## src/rtl/mul_control.sv

```systemverilog
// Control FSM for a sequential shift-and-add multiplier: sequences load, add and shift
// micro-operations from the multiplier LSB (M) and the counter terminal flag (k).
module mul_control (
    input  logic       Clk,
    input  logic       Rst_n,
    input  logic       St,
    input  logic       k,
    input  logic       M,
    output logic       Idle,
    output logic       Done,
    output logic       Load,
    output logic       Sh,
    output logic       Ad,
    output logic [1:0] State
);

    typedef enum logic [1:0] {
        StIdle  = 2'b00,
        StTest  = 2'b01,
        StShift = 2'b10,
        StDone  = 2'b11
    } state_e;

    state_e state_q, state_d;

    always_ff @(posedge Clk or negedge Rst_n) begin
        if (!Rst_n) begin
            state_q <= StIdle;
        end else begin
            state_q <= state_d;
        end
    end

    always_comb begin
        state_d = state_q;
        Idle    = 1'b0;
        Done    = 1'b0;
        Load    = 1'b0;
        Sh      = 1'b0;
        Ad      = 1'b0;
        unique case (state_q)
            StIdle: begin
                Idle = 1'b1;
                if (St) begin
                    Load    = 1'b1;
                    state_d = StTest;
                end
            end
            StTest: begin
                if (M) begin
                    Ad      = 1'b1;
                    state_d = StShift;
                end else begin
                    // Zero bit: shift in place; leave only once the last bit is consumed.
                    Sh      = 1'b1;
                    state_d = k ? StDone : StTest;
                end
            end
            StShift: begin
                Sh      = 1'b1;
                state_d = k ? StDone : StTest;
            end
            StDone: begin
                Done    = 1'b1;
                state_d = StIdle;
            end
            default: begin
                state_d = StIdle;
            end
        endcase
    end

    assign State = state_q;

endmodule

```

## config.mk

```make
export PLATFORM = sky130hd
export DESIGN_NAME = mul_control
export DESIGN_NICKNAME = d
export VERILOG_FILES = /design/src/rtl/mul_control.sv
export SDC_FILE = /design/constraint.sdc
export NUM_CORES = 1
export LEC_CHECK = 0
export CORE_AREA = 2 2 39 41
export DETAILED_ROUTE_END_ITERATION = 6
export DIE_AREA = 0 0 41 43
export HOLD_SLACK_MARGIN = 0.06
export SLEW_MARGIN = 20
export SYNTH_ARGS = -nofsm -noshare
export SYNTH_HDL_FRONTEND = slang
export SYNTH_SLANG_ARGS = --single-unit
```

## constraint.sdc

```tcl
create_clock -name Clk -period 1.3 [get_ports Clk]
set_input_delay 0.13 -clock Clk [delete_from_list [all_inputs] [get_ports Clk]]
set_output_delay 0.13 -clock Clk [all_outputs]
set_load 0.005 [all_outputs]
```

==> results <==
-- area by class of cell --
class | instances | area [sq um]
sequential | 2 | 50.0
tap | 16 | 20.0
fill | 141 | 888
timing repair buffer | 20 | 180
multi-input combinational | 16 | 208
inverter | 2 | 15.0
clock buffer | 3 | 22.5
-- critical path, stage by stage (launching register included) --
cell and delay [ps]:
dfrtp_1 370, buf_4 140, clkdlybuf4s50_1 490
-- stage by stage --
stage | total power [W] | utilization (%) | worst slack [ps] | cell area, sq um | std cells
6_report | 0.000998 | 35.8 | -58.2 | 495 | 59
3_5_place_dp | 0.000687 | 28.0 | -222 | 388 | 54
5_1_grt | 0.00110 | 35.8 | -135 | 495 | 59
2_1_floorplan | 0.000353 | - | 2.74 | 205 | 20
3_3_place_gp | 0.000685 | 28.0 | -205 | 388 | 54
4_1_cts | 0.000977 | 34.5 | -64.3 | 478 | 59
-- cell families (layout without fill, tap and decap cells) --
| kind of cell | Yosys count | after routing | share of synthesized area (%) |
|---|---|---|---|
| compound gates | 4 | 4 | 19.5 |
| fa+ha+maj | 5 | 5 | 30.5 |
| buf+inv | 2 | 25 | 3.66 |
| flops | 2 | 2 | 24.4 |
| simple gates | 7 | 7 | 21.9 |
-- power by group --
group / internal (W) / switching [W]
registers: 0.0000916 / 0.0000222
logic: 0.000461 / 0.000286
clock network: 0.000102 / 0.0000356
total: 0.000654 / 0.000344
-- final timing paths --
check | start | to | slack, ps | cells past startpoint
max | State[0]$_DFFE_PN0P_ | State[0] | -60 | 2
min | k | State[1]$_DFFE_PN0P_ | 580 | 3
max reg2reg | State[0]$_DFFE_PN0P_ | State[0]$_DFFE_PN0P_ | -60 | 5
min reg2reg | State[1]$_DFFE_PN0P_ | State[1]$_DFFE_PN0P_ | 670 | 3
max in group asynchronous | Rst_n | State[0]$_DFFE_PN0P_ | 570 | 2
min in group asynchronous | Rst_n | State[1]$_DFFE_PN0P_ | 610 | 2
-- cell usage in the layout, fill, tap and decap left out, types with 2 or more instances in the layout --
cell / n
ha_4: 3
dfrtp_1: 2
buf_2: 2
nor2b_4: 2
buf_6: 5
clkbuf_4: 3
clkdlybuf4s50_1: 6
buf_4: 4
-- layer usage --
layer / routed length, um / share of wire (%) / global-route usage [%]
met5: 0 / 0 / 0
met4: 0 / 0 / 10.0
met3: 19 / 3.5 / 3.14
met2: 316 / 59 / 13.4
met1: 200 / 37 / 8.06
-- timing repair --
action / in CTS / in global routing
endpoints found under the setup margin: 9 / 9
endpoints found under the hold margin: 2 / 0
pin swaps: 4 / 2
resized for setup: 31 / 7
hold buffers: 1 / 0
setup buffers: 1 / 0
==> metrics <==
diodes inserted=0; max-slew violations=0; Post-DRT Antenna Nets=0; GRT Resource Usage Total=8.94%; VDD IR max=0.857 mV; maximum clock path buffer count=2; Post-synth EDFFs=0; drt pass-1 iters=1; Final Skew=0.944 ps; Hold Crit Class=input port to flop; Post-Synthesis Cells=20; min cycle time layout=1360 ps; Worst EP required=1170 ps; GP Congestion=0.757; # H-tree levels=1; area leader, netlist=ha_1; crit end category=output port; top cells by count, synth=ha_1 (5), and2_1 (2), dfrtp_1 (2), inv_1 (2), nor2b_1 (2); status=complete, but fails checks; Die W=41 um; Hold Fails Final Rpt=0; Yosys warning count=0; final worst slack=-58.2 ps; Max Cap Violations=0; Clock Root Buffer=clkbuf_4; Sink Count=2; post-synthesis sequential area ratio=24.4%; Post-synth top flop=dfrtp_1; # setup viols final=6; initial core utilization=14.8%; highest clock rate=736 MHz; Mapped Avg Cell Area=10.3 sq um; drc violations=0; CP Class=flop to output port; Via-to-Cell Ratio=3.66; drt total wl=536 um; Yosys reg bits=2; PwrDens=2020 nW/um^2; Core ar.=1380 sq um; Initial DRC Count=0; initial antenna violation count=0; Largest register FFs=2; async set or reset register ratio after synthesis=100%; Port Buffers=11; routed length per placed instance=9.08 um; Ports=12; top post-synthesis cells by area=ha_1 (30%), dfrtp_1 (24%), o41ai_2 (7.9%); syn_nets=30; TritonCTS clock tree=yes; share of cells above drive strength 1=60.5%; DP Wirelength=393 um; Yosys top cell area share=30.5%; Post-Syn Area=205 sq um; Reg clk slew, reported paths=30 ps; Yosys cell types=12; worst skew pair latency=220 ps; RSZ-0062 raised after global routing=yes; failing checks=setup timing; Slew headroom=83.9%; vias in the first global route=245; Worst setup SP type=flop; Lkg Pwr=0.222 nW; # rows=14; die area=1760 sq um; Tcrit/Tclk final=104%; via count=216; Max FO, Critical Path=3; Area Overhead vs Synth=141%; Min Hold Slack=579 ps; grt ovf=0; CTS buffer count=3; wire length of the first global-routing pass=952 um; Post-Route Setup TNS=-240 ps; Critical Path AT=1230 ps; nets=55; slew of the pin with the lowest slew margin=240 ps; Die Ht=43 um; most frequent cell after synthesis=ha_1; largest net degree at the start of global routing=6
Power figures use the tool's default switching activity.
